**src/rtl/operand_sequencer_pkg.sv**
```systemverilog
// ============================================================================
// Package     : opseq_pkg
// Description : Shared state encoding, B-operand shift codes and default
//               widths for the operand sequencer.
// Revision    : 1.0 - initial release
// ============================================================================
`default_nettype none

package opseq_pkg;

  // Datapath width matches the 8x16 register file; 3 select bits give 8 regs.
  localparam int OPSEQ_W    = 16;
  localparam int OPSEQ_RSEL = 3;

  // One state per register-file / ALU phase of a command.
  typedef enum logic [2:0] {
    S_IDLE = 3'd0,
    S_RD_A = 3'd1,
    S_RD_B = 3'd2,
    S_EXEC = 3'd3,
    S_WB   = 3'd4,
    S_DONE = 3'd5
  } opseq_state_t;

  // B-operand shift codes.
  localparam logic [1:0] SH_NONE = 2'b00;  // pass through
  localparam logic [1:0] SH_LSL  = 2'b01;  // shift left 1, lsb 0
  localparam logic [1:0] SH_LSR  = 2'b10;  // logical shift right 1, msb 0
  localparam logic [1:0] SH_ASR  = 2'b11;  // arithmetic shift right 1

endpackage

`default_nettype wire

```
**src/rtl/operand_sequencer_if.sv**
```systemverilog
// ============================================================================
// Interface   : operand_sequencer_if
// Description : Command, register-file and ALU signals of the operand
//               sequencer. master = the sequencer; slave = command source,
//               register file and ALU around it.
// Revision    : 1.0 - initial release
// ============================================================================
`default_nettype none

interface operand_sequencer_if
  import opseq_pkg::*;
#(
  parameter int W    = OPSEQ_W,
  parameter int RSEL = OPSEQ_RSEL
);

  // Command side
  logic            start;
  logic [RSEL-1:0] rn;
  logic [RSEL-1:0] rm;
  logic [RSEL-1:0] rd;
  logic            one_op;
  logic            wb_en;
  logic [1:0]      shift;
  logic            busy;
  logic            done;

  // Register file / ALU side
  logic [W-1:0]    rf_rdata;
  logic [W-1:0]    alu_res;
  logic [RSEL-1:0] readnum;
  logic [RSEL-1:0] writenum;
  logic            write;
  logic [W-1:0]    data_in;
  logic [W-1:0]    a_out;
  logic [W-1:0]    b_out;

  modport master (
    input  start, rn, rm, rd, one_op, wb_en, shift, rf_rdata, alu_res,
    output readnum, writenum, write, data_in, a_out, b_out, busy, done
  );

  modport slave (
    output start, rn, rm, rd, one_op, wb_en, shift, rf_rdata, alu_res,
    input  readnum, writenum, write, data_in, a_out, b_out, busy, done
  );

endinterface

`default_nettype wire

```
**src/rtl/operand_sequencer_shifter.sv**
```systemverilog
// ============================================================================
// Module      : opseq_shifter
// Description : Combinational W-bit single-position shifter applied to the B
//               operand as it is loaded. Only instanced when OPSEQ_SHIFT_EN
//               is defined.
// Revision    : 1.0 - initial release
// ============================================================================
`default_nettype none

module opseq_shifter
  import opseq_pkg::*;
#(
  parameter int W = OPSEQ_W
) (
  input  wire logic [W-1:0] din,
  input  wire logic [1:0]   code,
  output logic      [W-1:0] dout
);

  // Select the shifted form of din according to the shift code.
  always_comb begin
    dout = din;
    case (code)
      SH_LSL:  dout = {din[W-2:0], 1'b0};
      SH_LSR:  dout = {1'b0, din[W-1:1]};
      SH_ASR:  dout = {din[W-1], din[W-1:1]};
      default: dout = din;
    endcase
  end

endmodule

`default_nettype wire

```
**src/rtl/operand_sequencer.sv**
```systemverilog
// ============================================================================
// Module      : operand_sequencer
// Description : Multi-cycle controller in front of the register file. Per
//               accepted command it reads A and B through the single read
//               port, captures the external ALU result into C and writes C
//               back to rd. Outputs are decoded from state and latched
//               fields only.
//               Optional feature macro: OPSEQ_SHIFT_EN (shift B on load).
// Revision    : 1.0 - initial release
// ============================================================================
`default_nettype none

module operand_sequencer
  import opseq_pkg::*;
#(
  parameter int W    = OPSEQ_W,
  parameter int RSEL = OPSEQ_RSEL
) (
  input  wire logic            clk,
  input  wire logic            rst_n,
  operand_sequencer_if.master  bus
);

  opseq_state_t    r_state;
  opseq_state_t    w_state_nxt;

  logic [RSEL-1:0] r_rn;
  logic [RSEL-1:0] r_rm;
  logic [RSEL-1:0] r_rd;
  logic            r_wb_en;
  logic [W-1:0]    r_a;
  logic [W-1:0]    r_b;
  logic [W-1:0]    r_c;
  logic [W-1:0]    w_b_load;
  logic            w_accept;

  // A command is taken only while idle; starts in any other state are dropped.
  assign w_accept = (r_state == S_IDLE) && bus.start;

`ifdef OPSEQ_SHIFT_EN
  logic [1:0] r_shift;

  opseq_shifter #(.W(W)) u_shifter (
    .din  (bus.rf_rdata),
    .code (r_shift),
    .dout (w_b_load)
  );
`else
  logic w_unused_shift;

  assign w_b_load       = bus.rf_rdata;
  assign w_unused_shift = ^bus.shift;
`endif

  // State register; reset returns to IDLE immediately, dropping write.
  always_ff @(posedge clk or negedge rst_n) begin
    if (!rst_n) begin
      r_state <= S_IDLE;
    end else begin
      r_state <= w_state_nxt;
    end
  end

  // Next-state and Moore output decode.
  always_comb begin
    w_state_nxt  = r_state;
    bus.readnum  = r_rn;
    bus.writenum = r_rd;
    bus.write    = 1'b0;
    bus.busy     = 1'b1;
    bus.done     = 1'b0;
    case (r_state)
      S_IDLE: begin
        bus.busy = 1'b0;
        if (bus.start) begin
          w_state_nxt = bus.one_op ? S_RD_B : S_RD_A;
        end
      end
      S_RD_A: begin
        w_state_nxt = S_RD_B;
      end
      S_RD_B: begin
        bus.readnum = r_rm;
        w_state_nxt = S_EXEC;
      end
      S_EXEC: begin
        w_state_nxt = S_WB;
      end
      S_WB: begin
        bus.write   = r_wb_en;
        w_state_nxt = S_DONE;
      end
      S_DONE: begin
        bus.done    = 1'b1;
        w_state_nxt = S_IDLE;
      end
      default: begin
        w_state_nxt = S_IDLE;
      end
    endcase
  end

  // Latch command fields on accept and load A/B/C in their phases.
  always_ff @(posedge clk or negedge rst_n) begin
    if (!rst_n) begin
      r_rn    <= '0;
      r_rm    <= '0;
      r_rd    <= '0;
      r_wb_en <= 1'b0;
      r_a     <= '0;
      r_b     <= '0;
      r_c     <= '0;
`ifdef OPSEQ_SHIFT_EN
      r_shift <= SH_NONE;
`endif
    end else begin
      if (w_accept) begin
        r_rn    <= bus.rn;
        r_rm    <= bus.rm;
        r_rd    <= bus.rd;
        r_wb_en <= bus.wb_en;
`ifdef OPSEQ_SHIFT_EN
        r_shift <= bus.shift;
`endif
        // Single-operand commands skip the A read, so A is cleared here.
        if (bus.one_op) begin
          r_a <= '0;
        end
      end
      case (r_state)
        S_RD_A:  r_a <= bus.rf_rdata;
        S_RD_B:  r_b <= w_b_load;
        S_EXEC:  r_c <= bus.alu_res;
        default: ;
      endcase
    end
  end

  assign bus.data_in = r_c;
  assign bus.a_out   = r_a;
  assign bus.b_out   = r_b;

endmodule

`default_nettype wire

```
**src/flat_wrapper.sv**
```systemverilog
// flat-port wrapper written by rule: the top's interface ports become plain ports
module operand_sequencer_flat import opseq_pkg::*;
#(
  parameter int W    = OPSEQ_W,
  parameter int RSEL = OPSEQ_RSEL
)
  (clk, rst_n, bus_start, bus_rn, bus_rm, bus_rd, bus_one_op, bus_wb_en, bus_shift, bus_rf_rdata, bus_alu_res, bus_readnum, bus_writenum, bus_write, bus_data_in, bus_a_out, bus_b_out, bus_busy, bus_done);
  operand_sequencer_if #(.W(W), .RSEL(RSEL)) bus_i ();
  input  wire logic clk;
  input  wire logic rst_n;
  input wire logic [$bits(bus_i.start)-1:0] bus_start;
  input wire logic [$bits(bus_i.rn)-1:0] bus_rn;
  input wire logic [$bits(bus_i.rm)-1:0] bus_rm;
  input wire logic [$bits(bus_i.rd)-1:0] bus_rd;
  input wire logic [$bits(bus_i.one_op)-1:0] bus_one_op;
  input wire logic [$bits(bus_i.wb_en)-1:0] bus_wb_en;
  input wire logic [$bits(bus_i.shift)-1:0] bus_shift;
  input wire logic [$bits(bus_i.rf_rdata)-1:0] bus_rf_rdata;
  input wire logic [$bits(bus_i.alu_res)-1:0] bus_alu_res;
  output wire logic [$bits(bus_i.readnum)-1:0] bus_readnum;
  output wire logic [$bits(bus_i.writenum)-1:0] bus_writenum;
  output wire logic [$bits(bus_i.write)-1:0] bus_write;
  output wire logic [$bits(bus_i.data_in)-1:0] bus_data_in;
  output wire logic [$bits(bus_i.a_out)-1:0] bus_a_out;
  output wire logic [$bits(bus_i.b_out)-1:0] bus_b_out;
  output wire logic [$bits(bus_i.busy)-1:0] bus_busy;
  output wire logic [$bits(bus_i.done)-1:0] bus_done;
  assign bus_i.start = bus_start;
  assign bus_i.rn = bus_rn;
  assign bus_i.rm = bus_rm;
  assign bus_i.rd = bus_rd;
  assign bus_i.one_op = bus_one_op;
  assign bus_i.wb_en = bus_wb_en;
  assign bus_i.shift = bus_shift;
  assign bus_i.rf_rdata = bus_rf_rdata;
  assign bus_i.alu_res = bus_alu_res;
  assign bus_readnum = bus_i.readnum;
  assign bus_writenum = bus_i.writenum;
  assign bus_write = bus_i.write;
  assign bus_data_in = bus_i.data_in;
  assign bus_a_out = bus_i.a_out;
  assign bus_b_out = bus_i.b_out;
  assign bus_busy = bus_i.busy;
  assign bus_done = bus_i.done;
  operand_sequencer #(.W(W), .RSEL(RSEL)) u_core (.clk(clk), .rst_n(rst_n), .bus(bus_i));
endmodule
```
**config.mk**
```make
export PLATFORM = sky130hd
export DESIGN_NAME = operand_sequencer_flat
export DESIGN_NICKNAME = d
export VERILOG_FILES = /design/src/rtl/operand_sequencer_pkg.sv /design/src/rtl/operand_sequencer_if.sv /design/src/rtl/operand_sequencer_shifter.sv /design/src/rtl/operand_sequencer.sv /design/src/flat_wrapper.sv
export SDC_FILE = /design/constraint.sdc
export NUM_CORES = 1
export LEC_CHECK = 0
export CORE_MARGIN = 8
export CORE_UTILIZATION = 45
export DETAILED_ROUTE_END_ITERATION = 12
export DONT_BUFFER_PORTS = 1
export SYNTH_ARGS = -nofsm -noshare
export SYNTH_HDL_FRONTEND = slang
export SYNTH_HIERARCHICAL = 1
export SYNTH_SLANG_ARGS = --single-unit
export TNS_END_PERCENT = 5
```
**constraint.sdc**
```tcl
create_clock -name clk -period 2.7 [get_ports clk]
set_input_delay 0.54 -clock clk [delete_from_list [all_inputs] [get_ports clk]]
set_output_delay 0.54 -clock clk [all_outputs]
set_load 0.01 [all_outputs]
```
==> summary.txt, run 1 <==
Outcome
  – Result of the run: finished, final reports clean

Global route
  – M3 GR Usage: 9.192%
  – Met1 Usage GRT: 13.49%
  – Number of antenna violations at the first check in global routing: 0
  – Wire length of the first global-routing pass: 7624 um
  – Number of global-route vias before repair: 1,404
  – Maximum number of pins on one net before global-route repair: 62
  – Global routing's busiest layer: met2
  – Final global-route overflow total: 0
  – All-layer global routing usage: 13.17%
  – Met2 track demand over resource: 20.37%

Logic synthesis
  – Mean cell area of the mapped netlist: 15.79 um^2
  – Netlist area before placement: 0.002369 mm^2
  – Warnings from Yosys: 6
  – Number of synthesized register bits: 61
  – Synthesized instance count: 150
  – Seq/Total Area, Yosys: 64.45%
  – Net count after synthesis: 198
  – Count of different cell masters after synthesis: 22

Clock tree
  – Sink Count: 61
  – Buffer levels on the longest clock path: 2
  – Post-CTS Setup Bufs: 0
  – Worst-Skew Late Latency: 0.32 ns
  – Number of buffers created by CTS: 9
  – Number of levels in the clock H-tree: 3
  – TritonCTS clock tree: built
  – CTS clk-pin slew, worst paths: 0.06 ns
  – CTS Root Cell: sky130_fd_sc_hd__clkbuf_8

Final layout
  – Final layout net count: 206
  – Most common cell after layout, fill and taps aside: sky130_fd_sc_hd__dfrtp_1
  – Fill cell instance count of the final layout: 439
  – Number of diodes added for antenna fixing: 0
  – Final Core Density: 52.92%
  – Sequential standard cell area: 0.001526 mm^2
  – Share of cells above drive strength 1: 43.56%
  – Area occupied by multi-input gates: 779.5 um^2
  – Most used cells in the layout excluding fill and tap cells: sky130_fd_sc_hd__dfrtp_1, sky130_fd_sc_hd__mux2_2, sky130_fd_sc_hd__a22o_1, sky130_fd_sc_hd__clkbuf_8, sky130_fd_sc_hd__buf_4
  – Post-route cell area: 0.002703 mm^2
  – Area added between synthesis and finish: 14.10%

Route
  – Total routed wirelength: 5055 um
  – Vias: 1,284
  – Routed wire length per instance: 21.70 um
  – Average vias per placed instance: 5.511
  – First drt pass iteration count: 4
  – Post-route antenna net violation count: 0
  – First-iteration detailed-routing DRC count: 31
  – DRC violation count after routing: 0

Die
  – Top-Level Pins: 105
  – Site Rows: 26
  – Core Box Area: 0.005107 mm^2
  – Overall die height: 88.55 um
  – Die X: 88.55 um
  – Die outline area: 0.007841 mm^2
  – Initial core utilization: 46.37%

Worst setup path
  – Critical path required time: 2.16 ns
  – Critical Path Fanout Max: 10
  – Crit path max-delay cell type: sky130_fd_sc_hd__dfrtp_1
  – Top Family by Delay on Critical Path: flip-flops
  – Type of destination of the critical path: output pin
  – CP Class: reg -> out
  – Number of gates on the worst path with buffers counted: 3
  – Critical path startpoint category: flop
  – Crit path DAT: 1.83 ns
  – Depth of the most critical reg-to-reg path: 3
  – Max stage delay on crit path: 0.53 ns
  – Register-to-register path setup slack: 1.06 ns
  – Sum of buffers and inverters on the critical path: 1
  – List of cells traversed by the critical path: nor3b_2 > buf_4 > mux2_2

Power and ir drop
  – Power per cell area: 1432 mW/mm^2
  – Maximum resistive drop on vdd: 0.6161 mV
  – Design Power: 3869 uW
  – Static leakage: 0.001185 uW

Hold path
  – Type of the most critical hold path: in -> async

Placement
  – Number of buffers added on ports: 0
  – Placed wire-length estimate after detailed placement: 3813 um
  – Post-place setup slack: 0.6179 ns
  – Routability congestion estimate: 0.7330
  – Cell Area, Placed: 0.002424 mm^2

Timing
  – Fmax: 421.6 MHz
  – Post-route clock period utilization: 87.85%
  – Final setup violation count: 0
  – Worst-margin pin slew: 0.4459 ns
  – Aggregate negative setup slack: 0 ns
  – Slack of the critical path: 0.3280 ns
  – Minimum clock period: 2.372 ns
  – Slew Limit Fails: 0
  – Setup skew after layout: 0.008070 ns
  – Number of endpoints with negative hold slack in the final report: 0
  – Relative slew margins: 70.04%
  – RSZ-0062 raised after global routing: no

Flow run
  – Number of violations of the max-capacitance limit: 0
==> flip-flops by register name, indices dropped and copies added, names as in the netlist <==
signal and cells:
u_core/bus.data_in 16, u_core/r_wb_en 1, u_core/bus.b_out 16, u_core/bus.a_out 16, u_core/bus.writenum 3, u_core/r_rm 3
u_core/r_rn 3, u_core/r_state 3
==> cell usage after synthesis <==
cell type / count / area share [%]
sky130_fd_sc_hd__inv_1: 2 / 0.32
sky130_fd_sc_hd__buf_4: 3 / 0.95
sky130_fd_sc_hd__nand2_1: 2 / 0.32
sky130_fd_sc_hd__buf_6: 2 / 0.95
sky130_fd_sc_hd__dfrtp_1: 61 / 64
sky130_fd_sc_hd__nand2b_1: 1 / 0.26
sky130_fd_sc_hd__nor3_2: 1 / 0.42
sky130_fd_sc_hd__o21ai_0: 2 / 0.42
sky130_fd_sc_hd__o21ai_1: 1 / 0.21
sky130_fd_sc_hd__and2_1: 1 / 0.26
sky130_fd_sc_hd__nor2_1: 2 / 0.32
sky130_fd_sc_hd__a22o_1: 16 / 5.9
sky130_fd_sc_hd__mux2_2: 45 / 21
sky130_fd_sc_hd__a21oi_1: 1 / 0.21
sky130_fd_sc_hd__buf_2: 3 / 0.63
sky130_fd_sc_hd__or3_4: 1 / 0.48
sky130_fd_sc_hd__nor2_8: 1 / 0.85
sky130_fd_sc_hd__o31a_1: 1 / 0.37
sky130_fd_sc_hd__nand3b_2: 1 / 0.48
sky130_fd_sc_hd__nor3_1: 1 / 0.21
sky130_fd_sc_hd__nor3b_1: 1 / 0.32
sky130_fd_sc_hd__and3_1: 1 / 0.26
==> final cells by class <==
type,count,area share (%)
multi-input combinational,79,28.84
sequential,61,56.48
clock inverter,3,2.407
clock buffer,13,6.620
timing repair buffer,5,2.130
inverter,2,0.2778
tap,70,3.241
==> kinds of logic after synthesis <==
| logic type | synth area share [%] |
|---|---|
| AOI/OAI and AO/OA | 7.131 |
| buffers and inverters | 2.852 |
| DFF | 64.45 |
| muxes | 21.39 |
| and+or+nand+nor | 4.174 |
==> power breakdown <==
| group | internal, uW | switching, uW | leakage (uW) |
|---|---|---|---|
| clock network | 619 | 320 | 0.000126 |
| registers | 1370 | 529 | 0.000734 |
| logic | 605 | 427 | 0.000325 |
| total | 2590 | 1280 | 0.00119 |
==> metrics by stage <==
| stage | std cells | hold slack, ns |
|---|---|---|
| 2_1_floorplan | 150 | 0.2444 |
| 3_3_place_gp | 215 | 0.2461 |
| 3_5_place_dp | 215 | 0.2463 |
| 4_1_cts | 232 | 0.07648 |
| 5_1_grt | 233 | 0.06510 |
| 6_report | 233 | 0.08054 |
==> final timing paths <==
path / from / end
max in group asynchronous: rst_n / u_core/r_wb_en$_DFFE_PN0P_
min in group clk: bus_rf_rdata[6] / u_core/bus.a_out[6]$_DFFE_PN0P_
setup reg to reg: u_core/r_state[1]$_DFFE_PN0P_ / u_core/bus.writenum[2]$_DFFE_PN0P_
hold / removal: rst_n / u_core/bus.a_out[13]$_DFFE_PN0P_
setup / recovery: u_core/r_state[1]$_DFFE_PN0P_ / bus_readnum[1]
hold reg to reg: u_core/r_rn[2]$_DFFE_PN0P_ / u_core/r_rn[2]$_DFFE_PN0P_
==> per-layer routing <==
| layer | routed length, um | share of wire (%) |
|---|---|---|
| met4 | 21 | 0.42 |
| met3 | 801 | 16 |
| met2 | 2436 | 48 |
| met1 | 1796 | 36 |
| met5 | 0 | 0 |
==> timing repair <==
item,CTS,global route
gates resized for setup,0,0
hold buffers,1,0
hold endpoints to repair,61,0
==> worst reg2reg max path, cell delays in order, from the launching register on <==
cell and delay [ns]:
sky130_fd_sc_hd__dfrtp_1 0.49, sky130_fd_sc_hd__or3_4 0.47, sky130_fd_sc_hd__nor2_8 0.19, sky130_fd_sc_hd__mux2_2 0.37
Note: power is estimated with default switching activity, not from simulation.
==> inputs of run 2 (changes only) <==
- CORE_MARGIN: 8 -> 2
==> run 2 against run 1 <==
  * Die area fell by 25%
  * Clock-buffer cell count fell by 1
  * Final area fell by 3.2%
  * First-iteration DRC count rose by 48%
  * Clock skew fell by 0.0032 ns
  * Core utilization fell by 1.7 points
  * Non-clock buffer count fell by 1
  * Via count rose by 0.31%
  * Cell count fell by 1.3%
  * Wire length fell by 10%
  * Total power fell by 7.5%
  * Critical path depth fell by 1
==> summary.txt, run 2 (synthesized netlist as in run 1, its figures left out) <==
Outcome
  – Result of the run: finished, final reports clean

Route
  – Average vias per placed instance: 5.600 (+1.6%)
  – Total routed wirelength: 4538 um (-10%)
  – Vias: 1,288 (+0.31%)
  – Routed wire length per instance: 19.73 um (-9.1%)
  – DRC violation count after routing: 0 (unchanged)
  – First drt pass iteration count: 4 (unchanged)
  – Post-route antenna net violation count: 0 (unchanged)
  – First-iteration detailed-routing DRC count: 46 (+48%)

Clock tree
  – TritonCTS clock tree: built
  – Worst-Skew Late Latency: 0.33 ns (about the same)
  – Number of buffers created by CTS: 9 (unchanged)
  – Number of levels in the clock H-tree: 3 (unchanged)
  – Buffer levels on the longest clock path: 2 (unchanged)
  – Sink Count: 61 (unchanged)
  – CTS Root Cell: sky130_fd_sc_hd__clkbuf_8
  – CTS clk-pin slew, worst paths: 0.06 ns (about the same)
  – Post-CTS Setup Bufs: 0 (unchanged)

Worst setup path
  – Critical path startpoint category: flop
  – Type of destination of the critical path: output pin
  – CP Class: reg -> out
  – Critical Path Fanout Max: 10 (unchanged)
  – Critical path required time: 2.16 ns (about the same)
  – Crit path DAT: 1.75 ns (-0.08 ns)

Flow run
  – Number of violations of the max-capacitance limit: 0 (unchanged)

Final layout
  – Number of diodes added for antenna fixing: 0 (unchanged)
  – Most common cell after layout, fill and taps aside: sky130_fd_sc_hd__dfrtp_1
  – Share of cells above drive strength 1: 41.88% (-1.7 points)
  – Final layout net count: 205 (-0.49%)
  – Most used cells in the layout excluding fill and tap cells: sky130_fd_sc_hd__dfrtp_1, sky130_fd_sc_hd__mux2_2, sky130_fd_sc_hd__a22o_1, sky130_fd_sc_hd__clkbuf_8, sky130_fd_sc_hd__buf_4
  – Fill cell instance count of the final layout: 446 (+1.6%)
  – Area occupied by multi-input gates: 779.5 um^2 (unchanged)
  – Area added between synthesis and finish: 10.46%
  – Sequential standard cell area: 0.001526 mm^2 (unchanged)

Timing
  – Aggregate negative setup slack: 0 ns (unchanged)
  – Worst-margin pin slew: 1.293 ns (+0.8467 ns)
  – Setup skew after layout: 0.004889 ns (-0.003181 ns)
  – Fin Hold WS: 0.07302 ns (-0.007520 ns)
  – Fmax: 437.1 MHz (+3.7%)
  – Post-route clock period utilization: 84.74% (-3.1 points)
  – Final setup violation count: 0 (unchanged)
  – Slew Limit Fails: 0 (unchanged)
  – Number of endpoints with negative hold slack in the final report: 0 (unchanged)
  – Relative slew margins: 13.24% (-57 points)
  – Minimum clock period: 2.288 ns (-0.08395 ns)
  – RSZ-0062 raised after global routing: no

Die
  – Initial core utilization: 46.37% (unchanged)
  – Site Rows: 26 (unchanged)
  – Die X: 76.55 um (-14%)
  – Top-Level Pins: 105 (unchanged)
  – Die outline area: 0.005860 mm^2 (-25%)
  – Overall die height: 76.55 um (-14%)
  – Core Box Area: 0.005107 mm^2 (unchanged)

Hold path
  – Type of the most critical hold path: in -> async

Global route
  – Maximum number of pins on one net before global-route repair: 62 (unchanged)
  – Final global-route overflow total: 0 (unchanged)
  – Number of global-route vias before repair: 1,494 (+6.4%)
  – Wire length of the first global-routing pass: 7431 um (-2.5%)
  – All-layer global routing usage: 16.53% (+3.4 points)
  – Number of antenna violations at the first check in global routing: 0 (unchanged)

Power and ir drop
  – Static leakage: 0.001143 uW (-3.5%)
  – Power per cell area: 1367 mW/mm^2 (-4.5%)
  – Maximum resistive drop on vdd: 0.5121 mV (-17%)

Placement
  – Routability congestion estimate: 0.6780 (-7.5%)
  – Number of buffers added on ports: 0 (unchanged)
  – Placed wire-length estimate after detailed placement: 3331 um (-13%)
-- run 2: changes by cell type in the layout (fill, tap and decap cells not counted), sizes merged --
cell	delta
clkinv	+1
buf	-1
clkbuf	-1
bufinv	-2
-- run 2: area by class of cell --
class                   count  share of cell area (%)
flip-flops and latches     61                   58.35
multi-input cells          79                   29.79
clock buffers              12                   5.930
well taps                  70                   3.348
repair buffers              4                   1.913
clock inverters             2                  0.3826
inverters                   2                  0.2869
-- run 2: power breakdown --
| group | internal [uW] | total, uW | switching [uW] |
|---|---|---|---|
| sequential | 1370 | 1880 | 515 |
| combinational | 596 | 1020 | 420 |
| clock | 370 | 677 | 307 |
-- run 2: repair_timing --
action / CTS / global route
gates resized for setup: 0 / 0
endpoints found under the hold margin: 61 / 0
hold buffers: 1 / 0
-- run 2: worst paths after layout --
path / from / endpoint / slack, ns / cells past startpoint
min in group clk: bus_rf_rdata[12] / u_core/bus.a_out[12]$_DFFE_PN0P_ / 0.34 / 1
max in group asynchronous: rst_n / u_core/bus.b_out[11]$_DFFE_PN0P_ / 2.37 / 1
max reg2reg: u_core/r_state[0]$_DFFE_PN0P_ / u_core/bus.a_out[15]$_DFFE_PN0P_ / 0.82 / 2
min reg2reg: u_core/r_rn[2]$_DFFE_PN0P_ / u_core/r_rn[2]$_DFFE_PN0P_ / 0.51 / 1
max: u_core/r_state[1]$_DFFE_PN0P_ / bus_readnum[2] / 0.41 / 2
min: rst_n / u_core/bus.a_out[14]$_DFFE_PN0P_ / 0.07 / 1
-- run 2: per-stage QoR --
step	cells	total power (uW)	worst slack [ns]	instance area (um^2)	utilization, %
2_1_floorplan	150	2696	0.7749	2369	-
3_3_place_gp	215	2838	0.7179	2424	47.45
3_5_place_dp	215	2922	0.6609	2424	47.45
4_1_cts	230	3631	0.3662	2616	51.22
5_1_grt	230	3801	0.2498	2616	51.22
6_report	230	3577	0.4119	2616	51.22
-- run 2: metal layers --
| metal | up-vias | wire length [um] | GRT usage [%] |
|---|---|---|---|
| li1 | 552 | - | - |
| met1 | 651 | 1659 | 16.81 |
| met2 | 74 | 2250 | 27.17 |
| met3 | 11 | 515 | 8.412 |
| met4 | 0 | 112 | 9.818 |
| met5 | - | 0 | 0 |
-- run 2: critical path, stage by stage, from the launching register on --
cell,delay [ns]
sky130_fd_sc_hd__dfrtp_1,0.52
sky130_fd_sc_hd__nor3b_2,0.48
sky130_fd_sc_hd__mux2_2,0.43
